===== src/rtl/snake_pkg.sv =====
// Shared definitions for the snake game control slice.
//   - collision codes produced by the collision detector
//   - game-state encoding (also driven out on the state port)
//   - default score counter width
package snake_pkg;

  localparam logic [1:0] NO_COLLISION    = 2'b00;
  localparam logic [1:0] APPLE_COLLISION = 2'b01;
  localparam logic [1:0] WALL_COLLISION  = 2'b10;

  typedef enum logic [1:0] {
    ST_IDLE    = 2'b00,
    ST_RUN     = 2'b01,
    ST_RESPAWN = 2'b10,
    ST_OVER    = 2'b11
  } game_state_t;

  localparam int DEFAULT_SCORE_W = 8;

endpackage


===== src/rtl/snake_edge_det.sv =====
// 1-bit rising-edge detector.
// Ports:
//   clk   - system clock
//   rst_n - asynchronous active-low reset (clears the history bit)
//   din   - level input
//   rise  - din & ~(din one cycle ago); combinational from the live input
module snake_edge_det (
  input  logic clk,
  input  logic rst_n,
  input  logic din,
  output logic rise
);

  logic d_reg;

  always_ff @(posedge clk or negedge rst_n) begin
    if (!rst_n) d_reg <= 1'b0;
    else        d_reg <= din;
  end

  assign rise = din & ~d_reg;

endmodule


===== src/rtl/snake_game_ctrl.sv =====
// Game-level controller for the snake game.
// Consumes the collision code, runs the IDLE/RUN/RESPAWN/OVER FSM, gates
// movement, issues grow/clear pulses, handshakes apple re-placement and keeps
// score and speed level. All outputs are registered.
// Ports:
//   clk, rst_n        - clock, asynchronous active-low reset
//   start             - start/restart button (level, debounced)
//   tick              - one-cycle movement tick
//   collision[1:0]    - 00 none, 01 apple, 1x wall/self
//   apple_ack         - spawner placed a new apple (pulse)
//   move_en           - snake may advance (tick delayed one cycle)
//   grow              - one-cycle lengthen pulse
//   apple_req         - level request for a new apple, held until ack
//   clear             - one-cycle pulse re-initialising detector and body
//   game_over         - high in OVER
//   state[1:0]        - current game state
//   score[SCORE_W-1:0]- apples eaten this game (saturating)
//   speed[1:0]        - speed level (saturating at SPEED_MAX)
//   hi_score          - only with SNAKE_HISCORE_EN: best score since reset
module snake_game_ctrl
  import snake_pkg::*;
#(
  parameter int SCORE_W       = DEFAULT_SCORE_W,
  parameter int SPEEDUP_EVERY = 4,
  parameter int SPEED_MAX     = 3
) (
  input  logic               clk,
  input  logic               rst_n,
  input  logic               start,
  input  logic               tick,
  input  logic [1:0]         collision,
  input  logic               apple_ack,
  output logic               move_en,
  output logic               grow,
  output logic               apple_req,
  output logic               clear,
  output logic               game_over,
  output logic [1:0]         state,
  output logic [SCORE_W-1:0] score,
  output logic [1:0]         speed
`ifdef SNAKE_HISCORE_EN
  ,
  output logic [SCORE_W-1:0] hi_score
`endif
);

  localparam int                 CNT_W     = (SPEEDUP_EVERY > 1) ? $clog2(SPEEDUP_EVERY) : 1;
  localparam logic [CNT_W-1:0]   CNT_LAST  = CNT_W'(SPEEDUP_EVERY - 1);
  localparam logic [1:0]         SPEED_TOP = 2'(SPEED_MAX);
  localparam logic [SCORE_W-1:0] SCORE_TOP = '1;

  game_state_t      state_reg;
  logic [CNT_W-1:0] apple_cnt_reg;

  // Bit 0: start button, bit 1: "collision is apple". Only rising edges
  // matter: the detector holds 01 for the whole overlap.
  logic [1:0] edge_in;
  logic [1:0] edge_rise;
  logic       start_rise;
  logic       apple_hit;
  logic       wall_hit;

  assign edge_in = {collision == APPLE_COLLISION, start};

  generate
    for (genvar gi = 0; gi < 2; gi++) begin : g_edge
      snake_edge_det u_edge (
        .clk  (clk),
        .rst_n(rst_n),
        .din  (edge_in[gi]),
        .rise (edge_rise[gi])
      );
    end
  endgenerate

  assign start_rise = edge_rise[0];
  assign apple_hit  = edge_rise[1];
  // 10 and 11 both count as wall.
  assign wall_hit   = |(collision & WALL_COLLISION);

  assign state = state_reg;

  always_ff @(posedge clk or negedge rst_n) begin
    if (!rst_n) begin
      state_reg     <= ST_IDLE;
      apple_cnt_reg <= '0;
      move_en       <= 1'b0;
      grow          <= 1'b0;
      apple_req     <= 1'b0;
      clear         <= 1'b0;
      game_over     <= 1'b0;
      score         <= '0;
      speed         <= '0;
    end else begin
      // Pulse outputs default low; move_en is re-evaluated every cycle.
      grow    <= 1'b0;
      clear   <= 1'b0;
      move_en <= 1'b0;
      case (state_reg)
        ST_IDLE: begin
          if (start_rise) begin
            state_reg <= ST_RUN;
            clear     <= 1'b1;
          end
        end
        ST_RUN: begin
          // Wall wins over a simultaneous apple: no grow, no score.
          if (wall_hit) begin
            state_reg <= ST_OVER;
            game_over <= 1'b1;
          end else begin
            move_en <= tick;
            if (apple_hit) begin
              state_reg <= ST_RESPAWN;
              apple_req <= 1'b1;
              grow      <= 1'b1;
              if (score != SCORE_TOP) score <= score + 1'b1;
              if (apple_cnt_reg == CNT_LAST) begin
                apple_cnt_reg <= '0;
                if (speed != SPEED_TOP) speed <= speed + 1'b1;
              end else begin
                apple_cnt_reg <= apple_cnt_reg + 1'b1;
              end
            end
          end
        end
        ST_RESPAWN: begin
          // Apple hits here refer to the stale apple and are dropped.
          if (wall_hit) begin
            state_reg <= ST_OVER;
            game_over <= 1'b1;
            apple_req <= 1'b0;
          end else begin
            move_en <= tick;
            if (apple_ack) begin
              state_reg <= ST_RUN;
              apple_req <= 1'b0;
            end
          end
        end
        ST_OVER: begin
          if (start_rise) begin
            state_reg     <= ST_RUN;
            game_over     <= 1'b0;
            clear         <= 1'b1;
            score         <= '0;
            speed         <= '0;
            apple_cnt_reg <= '0;
          end
        end
        default: state_reg <= ST_IDLE;
      endcase
    end
  end

`ifdef SNAKE_HISCORE_EN
  // Score cannot change on the transition into OVER, so the current score
  // is the final score of the game.
  logic enter_over;
  assign enter_over = wall_hit && (state_reg == ST_RUN || state_reg == ST_RESPAWN);

  always_ff @(posedge clk or negedge rst_n) begin
    if (!rst_n)                             hi_score <= '0;
    else if (enter_over && score > hi_score) hi_score <= score;
  end
`endif

endmodule


===== config.mk =====
export PLATFORM = sky130hd
export DESIGN_NAME = snake_game_ctrl
export DESIGN_NICKNAME = d
export VERILOG_FILES = /design/src/rtl/snake_pkg.sv /design/src/rtl/snake_edge_det.sv /design/src/rtl/snake_game_ctrl.sv
export SDC_FILE = /design/constraint.sdc
export NUM_CORES = 1
export LEC_CHECK = 0
export ABC_AREA = 1
export BUFFER_PORTS_ARGS = -buffer_cell sky130_fd_sc_hd__buf_2
export CELL_PAD_IN_SITES_DETAIL_PLACEMENT = 1
export CELL_PAD_IN_SITES_GLOBAL_PLACEMENT = 1
export CORE_ASPECT_RATIO = 0.7
export CORE_MARGIN = 1.5
export CORE_UTILIZATION = 33
export DETAILED_ROUTE_END_ITERATION = 12
export HOLD_SLACK_MARGIN = 0.06
export PLACE_DENSITY = 0.73
export SLEW_MARGIN = 15
export SYNTH_ARGS = -nofsm -noshare
export SYNTH_HDL_FRONTEND = slang
export SYNTH_SLANG_ARGS = --single-unit

===== constraint.sdc =====
create_clock -name clk -period 1.92 [get_ports clk]
set_input_delay 0.576 -clock clk [delete_from_list [all_inputs] [get_ports clk]]
set_output_delay 0.576 -clock clk [all_outputs]
set_load 0.1 [all_outputs]

==> summary.md <==
In this run the worst path has a maximum fanout of 7. For the final database, setup skew stands at 4.617 ps. The count of nets left with antenna violations after detail routing was 0. The tools report the starting density of the core as 0.3481. Via count: 1082.

In the post-synthesis netlist, the biggest area contributors are dfrtp_1 (42%), nand2_1 (15%), ha_1 (8.1%), o21ai_0 (6.5%), inv_1 (5.2%). After synthesis, the netlist uses 23 different library cells. The tools report the worst reg-to-reg setup slack as 170 ps. Setup repair after global routing left no endpoint under its margin. Ranked by flip-flop count, first place goes to score. For the number of maximum-capacitance constraint violations, the log shows 0. In this run the standard cell core region covers 3558 µm². The logs give 157 for the number of instances in the synthesized netlist and 21 for the clock sink count. Counting every net in the synthesized netlist gives 172. The post-CTS setup buffer count was 0; the die extent in x was 76.23 µm.

The highest metal layer with signal wires is met4. The fraction of final layout cells with drive strength greater than 1 works out to 0.2350. The run finished with clean final reports. The routed design uses 109 µm of met3 wire. Before antenna repair, the detailed router went through 4 iterations.

The die area is 4136 µm², and the maximum clock frequency is 563.6 MHz. Setup violations remaining at the end of the flow were counted as 0. The cell with the largest stage delay on the worst path was dfrtp_1. Leaving out fill and tap cells, the most frequent cells in the layout are nand2_1 (48), buf_2 (23), inv_1 (17), nor2_1 (17), o21ai_0 (16).

After detailed routing, the number of vias per cell comes to 4.644. The largest stage delay on the critical path was 470 ps; the maximum level of the CTS H-tree was 1. The async set-or-reset flop fraction in the synthesized netlist is 1.000. After synthesis the netlist holds a flip-flop and latch count of 21.

TritonCTS built the clock tree. The aggregate global-route resource usage came out at 0.1587. The register with the most flip-flops in the layout has 8 of them. The routed design could run at a clock period as short as 1774 ps.

The worst setup path is captured at a primary output. After the first detailed-routing iteration, the DRC count stood at 36. The hold violation total from the final report is 0, and the worst slack at placement is 173.7 ps. The cell accounting for the most synthesized area is dfrtp_1. The number of warnings printed during yosys synthesis is 0, and the remaining max-slew budget at the tightest pin is 0.6764. In this run, post-CTS repair resized a total of 0 instances. For the total half-perimeter wirelength after legalization and detailed placement, the log shows 2315 µm.

The final number of max-transition violations came out at 0. Once routing completed, OpenROAD measured the worst setup slack at 145.5 ps. The worst setup path is launched from a register.

The total buffers and inverters traversed by the critical path works out to 1. The first global-routing pass estimated 5016 µm of wire. The run gives 1239 µm² as the area of the mapped netlist. Period utilization: 0.9242. The die height works out to 54.26 µm. Detailed routing placed a total of 1354 µm of wire on met2. For this run, the leading register cell type out of synthesis is dfrtp_1.

The number of antenna violations at the first check in global routing is 0. The repair_antennas step left the layout with diodes totalling 0. For this block, wires on met1 add up to 1482 µm. The net count of the finished layout is 199. Input and output buffers added on the ports amount to 23. The congestion estimate from routability-driven global placement came to 0.8031. The total detailed-routing wirelength is 2953 µm, and the setup TNS is 0 ps. The logs give 1200 ps for the arrival time of the worst setup path and 1078 for the number of global-route vias before repair.

In the routed design, unresolved DRC markers number 0. Category of the critical setup timing path: reg2out. Walking the worst path, the cells encountered are buf_2. At the pin with the least slew margin, the transition time is 485.5 ps. For the required arrival time at the worst endpoint, the log shows 1340 ps. The average wire per standard cell came out at 12.67 µm. The fraction of synthesized cell area taken by the top area cell type was 0.4242.

The largest buffer count on any clock path was 2. In this run, post-CTS hold repair placed 0 buffers. From synthesis to final layout, the design area changed by 17.58%. The average instance in the mapped netlist occupies 7.890 µm². In this run, CTS created clock tree buffers numbering 3. The total congestion overflow after global routing came out at 0. Leaving out fill and tap cells, the most frequent cell in the layout is nand2_1. The tools report the buffer cell driving the clock tree root as clkbuf_8.

The clock transition at the registers of the reported paths came out at 80 ps. The path type of the worst min-delay path is in2async. For the count of boundary I/O pins, the log shows 24. The number of synthesized flops with an enable pin came out at 0. The kind of cell adding the most delay to the critical path was flip-flops. For the floorplan row count, the log shows 18. Entering global routing, the biggest net connects 22 pins. The clock insertion delay at the later pin of the skew report came out at 260 ps. The run gives 0.4242 as the post-synthesis sequential area ratio.
==> kinds of logic (layout without fill, tap and decap cells) <==
family | Yosys count | count (layout) | share of synthesized area
adder cells (fa/ha/maj) | 8 | 8 | 0.08081
buffers and inverters | 20 | 46 | 0.06767
AO/OA/AOI/OAI | 23 | 23 | 0.09697
AND/OR/NAND/NOR | 85 | 85 | 0.3303
flip-flops | 21 | 21 | 0.4242
==> area by class of cell <==
type	count	area, µm²
Multi-Input combinational cell	116	629.4
Sequential cell	21	533.0
Inverter	19	71.32
Tap cell	50	62.56
Timing Repair Buffer	23	115.1
Clock buffer	4	45.04
Fill cell	479	2102
==> cells in the mapped netlist (2+ instances only) <==
library cell and instances:
nor3b_1 2, nor2_4 3, inv_1 17, nor2_1 17, nand2_1 48, nand3_1 6
o21ai_1 2, nand2_2 3, a21oi_1 3, dfrtp_1 21, o21ai_0 16, ha_1 8
==> per-layer routing <==
metal | track usage | vias up
li1 | - | 548
met2 | 0.2783 | 18
met3 | 0.04333 | 2
met1 | 0.2039 | 514
met5 | 0 | -
met4 | 0.02778 | 0
==> stage by stage <==
| stage | cells | cell area [µm²] | hold WS (ps) | utilization |
|---|---|---|---|---|
| CTS | 233 | 1456 | 296.1 | 0.4093 |
| detailed placement | 229 | 1411 | 498.6 | 0.3966 |
| floorplan | 157 | 1246 | 280.4 | - |
| finish | 233 | 1456 | 268.7 | 0.4093 |
| global placement | 229 | 1411 | 477.7 | 0.3966 |
| global route | 233 | 1456 | 302.0 | 0.4093 |
==> path summary, 6_finish.rpt <==
check | start | end | depth (start not counted)
setup / recovery | score[5]$_DFFE_PN0P_ | score[5] | 1
hold / removal | rst_n | apple_req$_DFFE_PN0P_ | 1
setup reg to reg | state[0]$_DFFE_PN0P_ | speed[1]$_DFFE_PN0P_ | 6
hold reg to reg | apple_cnt_reg[1]$_DFFE_PN0P_ | apple_cnt_reg[1]$_DFFE_PN0P_ | 2
max in group asynchronous | rst_n | score[0]$_DFFE_PN0P_ | 1
min in group clk | start | g_edge[0].u_edge.d_reg$_DFF_PN0_ | 1
Power is not shown: default switching activity piles up to over one toggle a cycle in this logic, so the estimate is an artifact.
